[config.mk]
export PLATFORM = sky130hd
export DESIGN_NAME = adc_serial_rx
export DESIGN_NICKNAME = d
export VERILOG_FILES = /design/src/rtl/adc_pkg.sv /design/src/rtl/adc_serial_rx_sync_fall_det.sv /design/src/rtl/adc_serial_rx.sv
export SDC_FILE = /design/constraint.sdc
export NUM_CORES = 1
export LEC_CHECK = 0
export CAP_MARGIN = 20
export CORE_MARGIN = 2
export CORE_UTILIZATION = 50
export CTS_CLUSTER_SIZE = 10
export DETAILED_ROUTE_END_ITERATION = 8
export GPL_TIMING_DRIVEN = 0
export PLACE_DENSITY = 0.76
export SYNTH_ARGS = -nofsm -noshare
export SYNTH_HDL_FRONTEND = slang
export SYNTH_SLANG_ARGS = --single-unit
[constraint.sdc]
create_clock -name clk -period 2.6 [get_ports clk]
set_input_delay 0.52 -clock clk [delete_from_list [all_inputs] [get_ports clk]]
set_output_delay 0.52 -clock clk [all_outputs]
set_load 0.005 [all_outputs]
[src/rtl/adc_pkg.sv]
// Shared types and constants for the ADC serial capture front end.
// Optional build macro: ADC_STATUS_EN (8-bit status byte appended to each frame).
package adc_pkg;

    // Capture sequencer states.
    typedef enum logic [2:0] {
        IDLE,
        SETUP,
        SHIFT_HI,
        SHIFT_LO,
        DONE
    } adc_state_t;

    // Trailing status byte layout (only transmitted when ADC_STATUS_EN is defined).
    localparam int STATUS_W       = 8;
    localparam int STATUS_ERR_BIT = 7;

    // Number of serial bits clocked out of the ADC per conversion.
    function automatic int frame_bits(input int dw);
`ifdef ADC_STATUS_EN
        return dw + STATUS_W;
`else
        return dw;
`endif
    endfunction

endpackage

[src/rtl/adc_serial_rx_sync_fall_det.sv]
// Multi-flop synchronizer for an asynchronous active-low strobe, followed by a
// registered falling-edge detector. fall_o is a single-cycle pulse.
module sync_fall_det #(
    parameter int SYNC_STAGES = 2
) (
    input  logic clk,
    input  logic rst,
    input  logic async_i,
    output logic fall_o
);

    logic [SYNC_STAGES-1:0] sync_q;
    logic                   prev_q;

    if (SYNC_STAGES < 2) begin : g_bad_stages
        $error("sync_fall_det: SYNC_STAGES must be >= 2");
    end

    // Synchronize the input, remember the last synchronized level, flag 1->0.
    always_ff @(posedge clk or posedge rst) begin
        if (rst) begin
            // The strobe idles high, so the chain starts high: leaving reset
            // with the line idle must not look like a falling edge.
            sync_q <= '1;
            prev_q <= 1'b1;
            fall_o <= 1'b0;
        end else begin
            // NOTE: non-blocking assignments make every flop sample the
            // pre-edge value of its neighbour; blocking here would collapse
            // the synchronizer chain into a single stage.
            sync_q <= {sync_q[SYNC_STAGES-2:0], async_i};
            prev_q <= sync_q[SYNC_STAGES-1];
            fall_o <= prev_q & ~sync_q[SYNC_STAGES-1];
        end
    end

endmodule

[src/rtl/adc_serial_rx.sv]
// Serial capture of two's-complement samples from the delta-sigma ADC.
// This block is bus master: on each DRDY falling edge it asserts chip select,
// clocks out one frame MSB first on sclk_o and presents the word on data_o
// with a one-cycle valid strobe.
// Optional build macro: ADC_STATUS_EN -- frames carry a trailing status byte,
// exposed on status_o; a frame whose ADC-error bit is set produces no valid.
module adc_serial_rx
    import adc_pkg::*;
#(
    parameter int DW          = 24,
    parameter int SCLK_DIV    = 2,
    parameter int SYNC_STAGES = 2
) (
    input  logic                 clk,
    input  logic                 rst,
    input  logic                 drdy_n_i,
    input  logic                 sdo_i,
    output logic                 sclk_o,
    output logic                 cs_n_o,
    output logic                 valid,
    output logic signed [DW-1:0] data_o,
    output logic                 overrun
`ifdef ADC_STATUS_EN
    ,
    output logic [STATUS_W-1:0]  status_o
`endif
);

    localparam int FRAME_W = frame_bits(DW);
    localparam int CNT_W   = $clog2(FRAME_W + 1);
    localparam int DIV_W   = $clog2(SCLK_DIV);

    if (SCLK_DIV < 2) begin : g_bad_div
        $error("adc_serial_rx: SCLK_DIV must be >= 2");
    end

    adc_state_t         state;
    logic [FRAME_W-1:0] shreg;
    logic [CNT_W-1:0]   bit_cnt;
    logic [DIV_W-1:0]   div_cnt;
    logic               drdy_fall;
    logic               div_last;

    sync_fall_det #(
        .SYNC_STAGES (SYNC_STAGES)
    ) u_drdy_det (
        .clk     (clk),
        .rst     (rst),
        .async_i (drdy_n_i),
        .fall_o  (drdy_fall)
    );

    // Every timed state lasts exactly SCLK_DIV cycles.
    assign div_last = (div_cnt == DIV_W'(SCLK_DIV - 1));

    // Capture sequencer. Outputs are registered and updated on the transition
    // into a state, so they are valid for the whole cycle spent in that state
    // (e.g. valid, data_o and cs_n_o=1 appear together in the DONE cycle).
    always_ff @(posedge clk or posedge rst) begin
        if (rst) begin
            state   <= IDLE;
            sclk_o  <= 1'b0;
            cs_n_o  <= 1'b1;
            valid   <= 1'b0;
            data_o  <= '0;
            overrun <= 1'b0;
            // NOTE: the shift register is cleared too so an aborted frame
            // leaves no stale partial word behind; a plain data register with
            // no control role could normally skip reset.
            shreg   <= '0;
            bit_cnt <= '0;
            div_cnt <= '0;
`ifdef ADC_STATUS_EN
            status_o <= '0;
`endif
        end else begin
            valid   <= 1'b0;
            // A new edge arriving while a frame is in flight (DONE included)
            // is reported and dropped; the running frame is not disturbed.
            overrun <= drdy_fall && (state != IDLE);

            case (state)
                IDLE: begin
                    if (drdy_fall) begin
                        state   <= SETUP;
                        cs_n_o  <= 1'b0;
                        bit_cnt <= '0;
                        div_cnt <= '0;
                    end
                end

                SETUP: begin
                    if (div_last) begin
                        div_cnt <= '0;
                        sclk_o  <= 1'b1;
                        state   <= SHIFT_HI;
                    end else begin
                        div_cnt <= div_cnt + DIV_W'(1);
                    end
                end

                SHIFT_HI: begin
                    if (div_last) begin
                        // Sample just before sclk_o falls; the ADC only
                        // changes sdo_i after that falling edge, and since
                        // both are timed by our clock no synchronizer is needed.
                        shreg   <= {shreg[FRAME_W-2:0], sdo_i};
                        bit_cnt <= bit_cnt + CNT_W'(1);
                        div_cnt <= '0;
                        sclk_o  <= 1'b0;
                        state   <= SHIFT_LO;
                    end else begin
                        div_cnt <= div_cnt + DIV_W'(1);
                    end
                end

                SHIFT_LO: begin
                    if (div_last) begin
                        div_cnt <= '0;
                        if (bit_cnt < CNT_W'(FRAME_W)) begin
                            sclk_o <= 1'b1;
                            state  <= SHIFT_HI;
                        end else begin
                            cs_n_o <= 1'b1;
                            state  <= DONE;
`ifdef ADC_STATUS_EN
                            status_o <= shreg[STATUS_W-1:0];
                            if (!shreg[STATUS_ERR_BIT]) begin
                                valid  <= 1'b1;
                                data_o <= shreg[FRAME_W-1 -: DW];
                            end
`else
                            valid  <= 1'b1;
                            data_o <= shreg;
`endif
                        end
                    end else begin
                        div_cnt <= div_cnt + DIV_W'(1);
                    end
                end

                DONE: begin
                    state <= IDLE;
                end

                default: begin
                    state <= IDLE;
                end
            endcase
        end
    end

endmodule

==> results by group <==
Worst setup path
  • Crit path capture type: output pin
  • Critical Path, Cell by Cell: clkdlybuf4s50_1
  • Critical Path Start: cs_n_o
  • R2r setup slk: 1.04 ns
  • Crit path max-delay cell type: dfstp_2
  • Crit path launch type: flop
  • Worst path max stage delay: ~0.53 ns
  • Arr. time, crit path: 1.35 ns
  • Critical path required time: roughly 2.1 ns
  • Crit path max-delay family: flip-flops
  • CP bufs+invs: 1
  • Worst Path Max Fanout: 2
  • Worst path depth: 1
  • Worst r2r src: state[2]
  • R2R Path End: data_o[6]
  • Crit path kind: reg -> out
  • Reg2Reg Depth: 4
  • Crit path to: cs_n_o

Placement
  • GPL Wtd Cong: slightly above 0.8
  • Pre-CTS WS: ~0.93 ns
  • DP Area: 0.00301 sq mm
  • Post-detail-place hpwl: between 3 and 4 mm
  • PortBufs: 31

Timing
  • Final hold violation count: 0
  • Crit share post-route: between 70% and 80%
  • Fmax: 0.535 GHz
  • Setup TNS: 0 ns
  • Final setup vio count: 0
  • Final Critical Period: 1.87 ns
  • Worst Tran Pin Value: roughly 0.65 ns
  • Slew margin rel.: a little under three fifths
  • RSZ-0062 raised after global routing: no
  • Worst clock skew: about 0.006 ns
  • PnR worst setup slack: around 0.73 ns
  • Slew Limit Fails: 0
  • Worst hold slack: 0.357 ns

GRT
  • Gr usage total: 16.7%
  • Grt ovf: 0
  • Vias in the first global route: 1,563
  • Global-route wire length before repair: about 7.5 mm
  • Pin count of the biggest net entering global routing: 36
  • Initial antenna violation count: 0

Logic synthesis
  • Synth area leaders: dfrtp_1 59%, mux2_2 17%, mux2_4 4.6%
  • Post-synthesis adder-cell area fraction: less than 1%
  • Top FF cell, synth: dfrtp_1
  • Register area share after synthesis: 62.9%
  • Ys Warns: 0
  • EDFF count, synth: 0
  • Synth Area in Simple Gates: under 10%
  • Largest family of logic cells by synthesized area: multiplexers
  • Cells after synthesis: approximately 170
  • Mux contribution to synthesized area: roughly a quarter
  • Post-synthesis xor/xnor area fraction: 0%
  • FF+latch count, synth: 65
  • Post-synthesis cell type count: 33
  • Syn Area/Cell: approximately 15 sq um
  • Largest area contributor in the netlist: dfrtp_1
  • Syn_nets: ~170
  • Cell Area, Synth: between 0.002 and 0.003 sq mm
  • Compound-Gate Fraction of Synth Area: around 3.5%
  • Ys async rst share: 100%
  • Synth top area share: between 50% and 60%

Power
  • Final Total Pwr: about 3.1 mW
  • Clk pwr share: a little under a quarter
  • Sw Ratio: between 30% and 40%
  • Logic pwr share: between 30 and 40%
  • P_int: 2.19 mW
  • Sequential share of power: 46.6%
  • Leakage: 1.50 nW
  • NetSw: ~0.94 mW
  • Power per cell area: between 900 and 1000 mW/mm^2
  • VDD IR max: just under 0.6 mV

Detailed routing
  • Iteration-0 DRC Markers: 125
  • Antenna viol nets, final: 0
  • Number of remaining DRC errors: 0
  • First drt pass iteration count: 4
  • DR vias: ~1,500
  • Vias per cell: ~5.2
  • Drt total wl: about 4.3 mm
  • Mean routed wirelength per cell: 15.1 um

Floorplan
  • Row cnt: 26
  • CORE AREA: roughly 0.0050 sq mm
  • DIE HEIGHT: approximately 76 um
  • # IOs: 32
  • Starting Density: between 50 and 60%
  • Die X-Extent: approximately 76 um
  • Die area: roughly 0.0058 sq mm

CTS
  • Cts repair resizes: 0
  • Clock slew at reported path FFs: ~0.06 ns
  • Clock Latency Late Sink: 0.33 ns
  • CTS Root Cell: clkbuf_8
  • # hold bufs at CTS: 0
  • TritonCTS clock tree: built
  • CTS Buffer Depth: 2
  • Number of setup buffers added after CTS: 0
  • H-Tree Depth: 3
  • Clock sinks: 65
  • Num CTS Buffers: 9

Min path
  • Hold Path Class: reg -> reg

Finish
  • Area growth syn-to-layout: 22.3%
  • Diodes inserted: 0
  • Final instance area: 0.00317 sq mm
  • Nets: 216
  • Multi-input logic area: slightly below 900 sq um
  • Most common cell after layout, fill and taps aside: dfrtp_1
  • Fillers: about 380
  • Storage cell area: approximately 0.0016 sq mm
  • Most frequent cells in the layout: 61 x dfrtp_1, 40 x mux2_2, 31 x clkdlybuf4s50_1, 10 x clkbuf_8, 8 x mux2_4
  • Layout cell share with drive strength beyond 1: 37.7%

Outcome
  • Status: complete, no violations

Run
  • Max Cap Viol: 0
-- final cells by class --
cell class	instances	share of cell area [%]
Timing Repair Buffer	32	10.4
Inverter	4	0.473
Multi-Input combinational cell	91	27.8
Clock inverter	4	0.631
Tap cell	70	2.76
Sequential cell	65	51.4
Buffer	8	2.09
Clock buffer	11	4.46
-- how the worst min path moves through the flow --
stage / startpoint / end / slack [ns] / cells past startpoint
floorplan: u_drdy_det.sync_q[0] / u_drdy_det.sync_q[1] / 0.35 / 0
CTS: u_drdy_det.sync_q[0] / u_drdy_det.sync_q[1] / 0.36 / 0
global placement: u_drdy_det.sync_q[0] / u_drdy_det.sync_q[1] / 0.35 / 0
finish: u_drdy_det.sync_q[0] / u_drdy_det.sync_q[1] / 0.36 / 0
detailed placement: u_drdy_det.sync_q[0] / u_drdy_det.sync_q[1] / 0.35 / 0
global route: u_drdy_det.sync_q[0] / u_drdy_det.sync_q[1] / 0.36 / 0
-- cells in the mapped netlist, types with 2 or more instances --
master,instances
buf_4,3
a21oi_1,2
nand2_1,4
o21ai_0,4
buf_6,3
mux2i_1,3
inv_1,4
nor2_1,6
nand3_1,3
dfstp_2,4
mux2_4,8
nor3_1,2
a22o_1,2
buf_2,2
mux2_2,40
dfrtp_1,61
-- logic make-up after synthesis --
group,Yosys count
mux,52
fa+ha+maj,1
buf+inv,12
flops,65
compound gates,14
simple gates,24
-- state kept, by name, indices dropped and copies added, names as in the netlist, 2 cells and up --
| signal | count |
|---|---|
| u_drdy_det.sync_q | 2 |
| data_o | 24 |
| state | 3 |
| bit_cnt | 5 |
| shreg | 24 |
-- metal layers --
layer  vias up  track usage, %  part of all wire [%]
met3         9            6.04                   4.6
met2        30            27.7                    52
met5         -               0                     0
met1       752            20.0                    42
li1        680               -                     -
met4         0            6.73                   2.0
-- power by group through the flow --
| stage | clock network (mW) | logic [mW] | registers [mW] |
|---|---|---|---|
| detailed placement | 0 | 0.967 | 1.48 |
| CTS | 0.728 | 0.975 | 1.46 |
| floorplan | 0 | 0.687 | 1.43 |
| global route | 0.780 | 1.06 | 1.49 |
| global placement | 0 | 0.921 | 1.46 |
| finish | 0.709 | 0.963 | 1.46 |
-- through the flow --
stage | util [%] | cells
floorplan | - | 168
finish | 62.9 | 285
global placement | 59.3 | 269
detailed placement | 59.7 | 270
CTS | 62.9 | 285
global route | 62.9 | 285
-- worst reg2reg max path: cells and delay by family (launching register included) --
family / cells / cell delay (ns)
multiplexers: 1 / 0.35
buffers and inverters: 1 / 0.20
AND/OR/NAND/NOR: 2 / 0.53
flip-flops: 1 / 0.37
Power figures use the tool's default switching activity.
